## config.mk

```make
export PLATFORM = sky130hd
export DESIGN_NAME = rf_write_arbiter_flat
export DESIGN_NICKNAME = d
export VERILOG_FILES = /design/src/rtl/rf_write_arbiter_if.sv /design/src/rtl/rf_write_arbiter.sv /design/src/flat_wrapper.sv
export SDC_FILE = /design/constraint.sdc
export NUM_CORES = 1
export LEC_CHECK = 0
export CAP_MARGIN = 0
export CORE_ASPECT_RATIO = 0.9
export CORE_MARGIN = 2
export CORE_UTILIZATION = 38
export DETAILED_ROUTE_END_ITERATION = 12
export PLACE_DENSITY = 0.82
export SLEW_MARGIN = 25
export SYNTH_ARGS = -nofsm -noshare
export SYNTH_HDL_FRONTEND = slang
export SYNTH_SLANG_ARGS = --single-unit
```

## constraint.sdc

```tcl
create_clock -name clk -period 2.55 [get_ports clk]
set_clock_uncertainty 0.1 [all_clocks]
set_input_delay 0.255 -clock clk [delete_from_list [all_inputs] [get_ports clk]]
set_output_delay 0.255 -clock clk [all_outputs]
set_load 0.05 [all_outputs]
```

## src/rtl/rf_write_arbiter_if.sv

```systemverilog
// One register-file write requester: a valid/ready beat carrying destination,
// data and a lock flag that keeps the port after this beat.
interface rf_write_arbiter_if #(
    parameter int DW = 32,
    parameter int AW = 4
);
    logic          valid;
    logic [AW-1:0] addr;
    logic [DW-1:0] data;
    logic          lock;
    logic          ready;

    modport master (output valid, output addr, output data, output lock, input ready);
    modport slave  (input valid, input addr, input data, input lock, output ready);
endinterface

```

## src/rtl/rf_write_arbiter.sv

```systemverilog
// Round-robin arbiter with lock for the register file's single write port.
// The granted beat is registered one cycle before it reaches the file.
module rf_write_arbiter #(
    parameter int DW = 32,
    parameter int AW = 4
) (
    input  logic                clk,
    input  logic                clr,
    input  logic                hold,
    rf_write_arbiter_if.slave   req0,
    rf_write_arbiter_if.slave   req1,
    rf_write_arbiter_if.slave   req2,
    output logic                rf_lde,
    output logic [AW-1:0]       rf_ddata,
    output logic [DW-1:0]       rf_datain,
    output logic                locked,
    output logic [1:0]          owner,
    output logic [15:0]         wr_count
);
    localparam logic [0:0] ST_IDLE   = 1'b0;
    localparam logic [0:0] ST_LOCKED = 1'b1;

    logic [0:0]    state_q, state_d;
    logic [1:0]    ptr_q, ptr_d;
    logic [1:0]    owner_q, owner_d;
    logic          rf_lde_q;
    logic [AW-1:0] rf_ddata_q;
    logic [DW-1:0] rf_datain_q;
    logic [15:0]   wr_count_q;

    logic [2:0]    vld;
    logic [2:0]    lck;
    logic [AW-1:0] addr_a [3];
    logic [DW-1:0] data_a [3];
    logic [2:0]    gnt;
    logic [1:0]    gnt_idx;
    logic [1:0]    cand;
    logic          found;
    logic          accept;

    function automatic logic [1:0] inc3(input logic [1:0] x);
        return (x == 2'd2) ? 2'd0 : x + 2'd1;
    endfunction

    assign vld       = {req2.valid, req1.valid, req0.valid};
    assign lck       = {req2.lock, req1.lock, req0.lock};
    assign addr_a[0] = req0.addr;
    assign addr_a[1] = req1.addr;
    assign addr_a[2] = req2.addr;
    assign data_a[0] = req0.data;
    assign data_a[1] = req1.data;
    assign data_a[2] = req2.data;

    // While locked only the owner is eligible, even if it is not presenting a beat.
    always_comb begin
        gnt     = '0;
        gnt_idx = 2'd0;
        cand    = ptr_q;
        found   = 1'b0;
        if (!hold) begin
            if (state_q == ST_LOCKED) begin
                if (vld[owner_q]) begin
                    found   = 1'b1;
                    gnt_idx = owner_q;
                end
            end else begin
                for (int k = 0; k < 3; k++) begin
                    if (!found && vld[cand]) begin
                        found   = 1'b1;
                        gnt_idx = cand;
                    end
                    cand = inc3(cand);
                end
            end
        end
        if (found) gnt[gnt_idx] = 1'b1;
    end

    assign accept     = found;
    assign req0.ready = gnt[0];
    assign req1.ready = gnt[1];
    assign req2.ready = gnt[2];

    always_comb begin
        state_d = state_q;
        ptr_d   = ptr_q;
        owner_d = owner_q;
        if (accept) begin
            if (state_q == ST_IDLE) begin
                if (lck[gnt_idx]) begin
                    state_d = ST_LOCKED;
                    owner_d = gnt_idx;
                end else begin
                    ptr_d = inc3(gnt_idx);
                end
            end else if (!lck[gnt_idx]) begin
                state_d = ST_IDLE;
                ptr_d   = inc3(owner_q);
                owner_d = 2'd0;
            end
        end
    end

    always_ff @(posedge clk or negedge clr) begin
        if (!clr) begin
            state_q     <= ST_IDLE;
            ptr_q       <= 2'd0;
            owner_q     <= 2'd0;
            rf_lde_q    <= 1'b0;
            rf_ddata_q  <= '0;
            rf_datain_q <= '0;
            wr_count_q  <= 16'd0;
        end else begin
            state_q  <= state_d;
            ptr_q    <= ptr_d;
            owner_q  <= owner_d;
            rf_lde_q <= accept;
            if (accept) begin
                rf_ddata_q  <= addr_a[gnt_idx];
                rf_datain_q <= data_a[gnt_idx];
                if (wr_count_q != 16'hFFFF) wr_count_q <= wr_count_q + 16'd1;
            end
        end
    end

    assign rf_lde    = rf_lde_q;
    assign rf_ddata  = rf_ddata_q;
    assign rf_datain = rf_datain_q;
    assign locked    = (state_q == ST_LOCKED);
    assign owner     = owner_q;
    assign wr_count  = wr_count_q;
endmodule

```

## src/flat_wrapper.sv

```systemverilog
// flat-port wrapper written by rule: the top's interface ports become plain ports
module rf_write_arbiter_flat 
#(
    parameter int DW = 32,
    parameter int AW = 4
)
  (clk, clr, hold, rf_lde, rf_ddata, rf_datain, locked, owner, wr_count, req0_valid, req0_addr, req0_data, req0_lock, req0_ready, req1_valid, req1_addr, req1_data, req1_lock, req1_ready, req2_valid, req2_addr, req2_data, req2_lock, req2_ready);
  rf_write_arbiter_if #(.DW(DW), .AW(AW)) req0_i ();
  rf_write_arbiter_if #(.DW(DW), .AW(AW)) req1_i ();
  rf_write_arbiter_if #(.DW(DW), .AW(AW)) req2_i ();
  input  logic clk;
  input  logic clr;
  input  logic hold;
  output logic rf_lde;
  output logic [AW-1:0] rf_ddata;
  output logic [DW-1:0] rf_datain;
  output logic locked;
  output logic [1:0] owner;
  output logic [15:0] wr_count;
  input wire logic [$bits(req0_i.valid)-1:0] req0_valid;
  input wire logic [$bits(req0_i.addr)-1:0] req0_addr;
  input wire logic [$bits(req0_i.data)-1:0] req0_data;
  input wire logic [$bits(req0_i.lock)-1:0] req0_lock;
  output wire logic [$bits(req0_i.ready)-1:0] req0_ready;
  input wire logic [$bits(req1_i.valid)-1:0] req1_valid;
  input wire logic [$bits(req1_i.addr)-1:0] req1_addr;
  input wire logic [$bits(req1_i.data)-1:0] req1_data;
  input wire logic [$bits(req1_i.lock)-1:0] req1_lock;
  output wire logic [$bits(req1_i.ready)-1:0] req1_ready;
  input wire logic [$bits(req2_i.valid)-1:0] req2_valid;
  input wire logic [$bits(req2_i.addr)-1:0] req2_addr;
  input wire logic [$bits(req2_i.data)-1:0] req2_data;
  input wire logic [$bits(req2_i.lock)-1:0] req2_lock;
  output wire logic [$bits(req2_i.ready)-1:0] req2_ready;
  assign req0_i.valid = req0_valid;
  assign req0_i.addr = req0_addr;
  assign req0_i.data = req0_data;
  assign req0_i.lock = req0_lock;
  assign req0_ready = req0_i.ready;
  assign req1_i.valid = req1_valid;
  assign req1_i.addr = req1_addr;
  assign req1_i.data = req1_data;
  assign req1_i.lock = req1_lock;
  assign req1_ready = req1_i.ready;
  assign req2_i.valid = req2_valid;
  assign req2_i.addr = req2_addr;
  assign req2_i.data = req2_data;
  assign req2_i.lock = req2_lock;
  assign req2_ready = req2_i.ready;
  rf_write_arbiter #(.DW(DW), .AW(AW)) u_core (.clk(clk), .clr(clr), .hold(hold), .req0(req0_i), .req1(req1_i), .req2(req2_i), .rf_lde(rf_lde), .rf_ddata(rf_ddata), .rf_datain(rf_datain), .locked(locked), .owner(owner), .wr_count(wr_count));
endmodule
```

**After elaboration in Yosys (flattened, before gate mapping)**

Index checks and enable logic that the tools add are counted.

- Register bits after elaboration: 58
- Output and inout bits: 59
- Logic and storage cells: 82
- Input port bits: 117

- Bitwise operators: 2
- Reduce and logical (&&, ||, !) cells: 9
- Add/sub/neg operators: 5
- Magnitude comparators: 7
- Equal/unequal tests: 6
- Muxes and demuxes: 46

Operators with widths:

| operator | number |
|---|---|
| 32-bit binary-select mux with 2-bit select | 1 |
| 32-bit 2-to-1 mux | 2 |
| 2-bit 2-to-1 mux | 16 |
| 1-bit 2-to-1 mux | 17 |
| 16-bit by 1-bit adder with 16-bit output (second input constant) | 1 |
| 16-bit inequality test (second input constant) | 1 |
| 2-bit by 3-bit < comparator with 1-bit output (second input constant) | 5 |
| 1-bit binary-select mux with 2-bit select | 5 |
| 2-bit by 1-bit adder with 2-bit output (second input constant) | 4 |
| 4-bit binary-select mux with 2-bit select | 1 |
| 2-bit equality test (second input constant) | 4 |
| 4-bit 2-to-1 mux | 2 |
| 2-bit AND reduction | 2 |
| 3-bit >= comparator (second input constant) | 1 |
| 1-bit logical AND | 3 |
| 3-bit 2-to-1 mux | 1 |
| 2-bit NOT with 3-bit output | 1 |
| 3-bit AND reduction | 1 |
| 1-bit demux with 2-bit select | 1 |
| 2-bit by 1-bit >= comparator with 1-bit output (second input constant) | 1 |
| 1-bit logical NOT | 2 |
| 2-bit inequality test (second input constant) | 1 |
| 2-bit nonzero test | 1 |
| 1-bit NOT | 1 |

**Longest topological paths before layout**

- Depth after elaboration: 20
- Depth in mapped cells: 9
- Gate-level depth less buffers: 6

**Worst setup path before layout**

OpenSTA, ideal clock, no wires.

- Path kind: register to register
- Start point: register u_core.state_q, in the netlist u_core.locked
- End point: register u_core.rf_datain_q[0], in the netlist u_core.rf_datain[0]
- Setup time: 70 ps
- Data required time: 2380 ps
- Period minus slack after synthesis: 2746 ps
- Path slack: -196 ps
- Data arrival time: 2576 ps
- Buffers on the path: 3
- Cell stages (with the launch flop): 9
- Path through: dfrtp_1 -> buf_4 -> nand2_1 -> or3_1 -> o41ai_4 -> buf_2 -> clkbuf_1 -> a222oi_1 -> nand2_1

- Word-level cells in the longest chain between the ends: 6
- Elaborated cells on any way between the ends: 8
- Classes of those cells: mux: 7; bitwise: 1

Ends and longest elaborated chain:

| item | line | source |
|---|---|---|
| from (decl) | rf_write_arbiter.sv:23 | `logic [0:0] state_q, state_d;` |
| from (signal assigned) | rf_write_arbiter.sv:114 | `state_q <= state_d;` |
| 2-bit 2-to-1 mux | rf_write_arbiter.sv:61 | `if (state_q == ST_LOCKED) begin` |
| 2-bit 2-to-1 mux | rf_write_arbiter.sv:60 | `if (!hold) begin` |
| 2-bit NOT with 3-bit output (not written as such) | rf_write_arbiter.sv:120 | `rf_datain_q <= data_a[gnt_idx];` |
| 32-bit binary-select mux with 2-bit select | rf_write_arbiter.sv:120 |  |
| 32-bit 2-to-1 mux (not written as such) (2 in a row) | rf_write_arbiter.sv:120 |  |
| to (signal assigned) | rf_write_arbiter.sv:120 |  |
| to (decl) | rf_write_arbiter.sv:28 | `logic [DW-1:0] rf_datain_q;` |

Parallel ways exist; a longest one is shown, timed or not. The select of a mux whose other input is x is not followed.
A chain may end at the register's enable or synchronous reset.

**Worst setup path in the final report**

- Start point: register u_core.owner_q[1], in the netlist u_core.owner[1]
- End point: output port req0_ready

- Word-level cells in the longest chain between the ends: 10
- Elaborated cells on any way between the ends: 14
- Classes of those cells: order compare: 2; mux: 11; reduce/logical: 1

Ends and longest elaborated chain:

| item | line | source |
|---|---|---|
| from (decl) | rf_write_arbiter.sv:25 | `logic [1:0] owner_q, owner_d;` |
| from (signal assigned) | rf_write_arbiter.sv:116 | `owner_q <= owner_d;` |
| 1-bit binary-select mux with 2-bit select | rf_write_arbiter.sv:62 | `if (vld[owner_q]) begin` |
| 1-bit 2-to-1 mux (not written as such) | rf_write_arbiter.sv:62 |  |
| 2-bit 2-to-1 mux | rf_write_arbiter.sv:62 |  |
| 2-bit 2-to-1 mux | rf_write_arbiter.sv:61 |  |
| 2-bit 2-to-1 mux | rf_write_arbiter.sv:60 |  |
| 2-bit by 3-bit < comparator with 1-bit output (not written as such) or 2-bit by 1-bit >= comparator with 1-bit output (tied branches) | rf_write_arbiter.sv:76 | `if (found) gnt[gnt_idx] = 1'b1;` |
| 1-bit logical AND (not written as such) | rf_write_arbiter.sv:76 |  |
| 1-bit 2-to-1 mux (not written as such) | rf_write_arbiter.sv:76 |  |
| 1-bit demux with 2-bit select | - |  |
| 3-bit 2-to-1 mux * | rf_write_arbiter.sv:76 |  |
| to (decl) | flat_wrapper.sv:24 | `output wire logic [$bits(req0_i.ready)-1:0] req0_ready;` |

Mark *: on every way between the ends. The rest lies on a longest branch, timed or not. The select of a mux whose other input is x is not followed.

==> reports/metrics.csv <==
stage;metric;value;unit
synth;Yosys top cell by area;dfrtp_1;
synth;Cell variety after synth;47;
critical_path;CP endpoint kind;primary output;
grt;initial antenna violation count;0;
pwr;power density over the cells;1220;nW/µm²
synth;Synth area leaders;dfrtp_1, a22oi_1, nand2_1;
clock_tree;Max Buffers Root-to-Sink;2;
timing;RSZ-0062 raised after global routing;no;
finish;n_diodes;0;
timing;max-slew violations;0;
detailed_routing;post-route ant nets;0;
finish;layout cells sized above 1;10.8;%
synth;Mapped Area;2920;µm²
clock_tree;CTS Root Buffer Type;clkbuf_8;
detailed_routing;routed len/inst;16.3;µm
critical_path;Bufs and invs on worst path;2;
synth;syn avg cell area;10.1;µm²
grt;pin count of the biggest net entering global routing;32;
clock_tree;CTS Sinks;58;
grt;vias in the first global route;3133;
finish;area delta synth->final;74.9;%
detailed_routing;Via density;5.37;
placed_design;GP Congestion;0.857;
timing;minimum clock period after layout;2440;ps
floorplanning;die width;96.3;µm
critical_path;Crit Path Category;reg -> out;
synth;Net Count, Synth;408;
placed_design;detailed placer's ending HPWL;7320;µm
detailed_routing;Max Used Layer;met4;
synth;sequential fraction of the synthesis area;49.8;%
synth;Yosys reg bits;58;
floorplanning;Initial Util;38.8;%
pwr;Worst IR Drop VDD;0.684;mV
finish;Multi-input gate area;1340;µm²
critical_path;delay-heaviest family, CP;simple AND/OR/NAND/NOR gates;
timing;# setup viols final;0;
hold_path;worst hold stages;2;
synth;Cells after Synth;290;
critical_path;reg2reg end;u_core.ptr_q[1]$_DFFE_PN0P_;
clock_tree;clk_lat worst skew;330;ps
placed_design;Port-buffer cells;175;
critical_path;Worst R2R Path Depth;6;
critical_path;slowest CP cell;dfrtp_2;
floorplanning;Core Rows;30;
critical_path;CP peak stage delay;450;ps
job;Max Cap Viol;0;
hold_path;Hold Crit Class;reg -> reg;
timing;final worst slack;110;ps
finish;fin util;67.9;%
critical_path;CP Data Arrival Time;2080;ps
hold_path;HP Start;u_core.rf_ddata[2]$_DFFE_PN0P_;
grt;first-pass GRT wire length;14700;µm
critical_path;worst path cell trace;nand2b_1, o221a_1, or3_4, nor3_4, buf_12, buf_12;
timing;Final Hold Violating Endpoints;0;
timing;Rel. slew slack;55.3;%
synth;post-synth top area share;49.8;%
grt;total gr overflow;0;
hold_path;Hold Path End;u_core.rf_ddata[2]$_DFFE_PN0P_;
critical_path;Reg2Reg Setup Slack;250;ps
clock_tree;postcts setup bufs;0;
clock_tree;htree depth;3;
timing;Tcrit/Tclk final;95.7;%
pwr;Leakage Power;2.17;nW
detailed_routing;via count;3110;
detailed_routing;routed wire length;9450;µm
finish;Storage cell area;1450;µm²
clock_tree;CTS clk-pin slew, worst paths;80;ps
detailed_routing;DRC Markers;0;
timing;Fmax achieved;410;MHz
floorplanning;CORE AREA;7510;µm²
detailed_routing;routed metal-1 wire length;3650;µm
synth;Synth Warn #;0;
timing;worst-margin pin slew;671;ps
detailed_routing;initial DRC count;179;
detailed_routing;First-pass DRT Iterations;5;
clock_tree;TritonCTS buffer count;9;
critical_path;Crit path required time;2190;ps
detailed_routing;met3 WL;829;µm
status;outcome;completed;
floorplanning;boundary pin count;176;
critical_path;Startpoint Class;flip-flop;
critical_path;critical path depth;6;
clock_tree;CTS tree;built;
finish;Layout Nets;597;
placed_design;Place WS;-72.1;ps
floorplanning;Die ar.;8390;µm²
critical_path;R2R Path Start;u_core.ptr_q[0]$_DFFE_PN0P_;
finish;Fillers;595;
floorplanning;die height;87.1;µm
critical_path;cell mode on critical path;buf_12;
detailed_routing;met2 wire len;4840;µm
grt;gr usage total;22.9;%
critical_path;Max FO, Critical Path;10;
-- worst max-delay path by stage --
stage / end / start / slack, ps
after floorplan: u_core.ptr_q[1]$_DFFE_PN0P_ / u_core.locked$_DFFE_PN0P_ / 60
after global placement: u_core.ptr_q[1]$_DFFE_PN0P_ / req2_valid / -4
after detailed placement: u_core.ptr_q[1]$_DFFE_PN0P_ / req0_valid / -70
after CTS: req0_ready / u_core.owner[1]$_DFFE_PN0P_ / 2
after global routing: req0_ready / u_core.owner[1]$_DFFE_PN0P_ / 30
final: req0_ready / u_core.owner[1]$_DFFE_PN0P_ / 110
-- synthesized netlist by cell type, drive strengths merged --
| cell | number |
|---|---|
| dfrtp | 58 |
| nand2 | 53 |
| a22oi | 29 |
| a222oi | 18 |
| nor2 | 17 |
| o21ai | 11 |
| a31oi | 10 |
| buf | 10 |
| clkbuf | 9 |
| inv | 8 |
| xnor2 | 7 |
| nand3 | 6 |
| nor3 | 6 |
| nand4 | 5 |
| xor2 | 5 |
| or3 | 4 |
| a21oi | 3 |
| nand2b | 3 |
| nor4 | 3 |
| and2 | 2 |
| mux2 | 2 |
| mux2i | 2 |
| nor2b | 2 |
| a2111o | 1 |
| a2111oi | 1 |
| a21boi | 1 |
| a22o | 1 |
| a41oi | 1 |
| and3 | 1 |
| and4 | 1 |
| ha | 1 |
| nor3b | 1 |
| o211a | 1 |
| o211ai | 1 |
| o21a | 1 |
| o21bai | 1 |
| o221a | 1 |
| o22ai | 1 |
| o41ai | 1 |
| or4b | 1 |
-- metal layers --
layer  vias up  GRT usage (%)
li1       1473              -
met1      1471           25.8
met2       154           41.9
met3        12           5.37
met4         0           8.19
met5         -              0
-- cell usage in the layout, fill, tap and decap left out, types with 5 or more instances in the layout --
master / netlist / final
inv_1: 8 / 8
buf_4: 1 / 19
buf_12: 0 / 5
dfrtp_1: 58 / 56
o21ai_0: 11 / 11
xnor2_1: 7 / 7
a22oi_1: 29 / 29
xor2_1: 5 / 5
nor2_1: 16 / 16
a222oi_1: 18 / 18
clkbuf_8: 0 / 10
nand4_1: 5 / 5
a31oi_1: 10 / 10
nand3_1: 6 / 6
nand2_1: 53 / 53
clkdlybuf4s50_1: 0 / 171
-- power by group --
group	internal, mW	switching, mW
clock network	0.470	0.351
logic	1.41	2.33
registers	1.33	0.318
total	3.21	3.00
-- per-stage QoR --
stage / power (mW) / setup TNS, ps / hold slack [ps] / cell area, µm² / instances
floorplan: 3.98 / 0 / -141 / 2920 / 290
global placement: 5.33 / -3.55 / 219 / 4900 / 563
detailed placement: 5.40 / -107 / 230 / 4900 / 563
CTS: 6.25 / 0 / 369 / 5100 / 579
global route: 6.56 / 0 / 385 / 5100 / 579
finish: 6.21 / 0 / 365 / 5100 / 579
-- flip-flops by register name (all words and copies together), names as in the netlist --
name	flops
u_core.rf_ddata	4
u_core.wr_count	16
u_core.locked	1
u_core.rf_datain	32
u_core.rf_lde	1
u_core.ptr_q	2
u_core.owner	2
-- logic make-up (layout without fill, tap and decap cells) --
family | after synthesis | count (layout) | synth area share [%]
AND/OR/NAND/NOR | 105 | 105 | 17.4
AO/OA/AOI/OAI | 83 | 83 | 22.7
flip-flops | 58 | 58 | 49.8
buffers and inverters | 27 | 220 | 4.42
XOR/XNOR | 12 | 12 | 3.61
multiplexers | 4 | 4 | 1.59
adder cells (fa/ha/maj) | 1 | 1 | 0.429
-- final cells by class --
| type | count | share of cell area, % |
|---|---|---|
| multi-input cells | 205 | 26.3 |
| inverters | 8 | 0.589 |
| well taps | 96 | 2.36 |
| clock inverters | 3 | 0.785 |
| flip-flops and latches | 58 | 28.5 |
| repair buffers | 197 | 38.6 |
| clock buffers | 12 | 2.85 |
-- worst reg2reg max path: cells and delay by family (launching register included) --
| kind | cells | cell delay [ps] |
|---|---|---|
| compound gates | 2 | 420 |
| flops | 1 | 430 |
| mux | 1 | 290 |
| simple gates | 3 | 950 |
-- what timing repair did --
| item | 4_1_cts | 5_1_grt |
|---|---|---|
| hold buffers | 1 | 0 |
| setup endpoints to repair | 1 | 2 |
| pin swaps | 0 | 1 |
| resized for setup | 1 | 2 |
| hold endpoints to repair | 27 | 0 |
| cloned | 0 | 0 |
No activity file was read; power rests on OpenSTA's default activity.
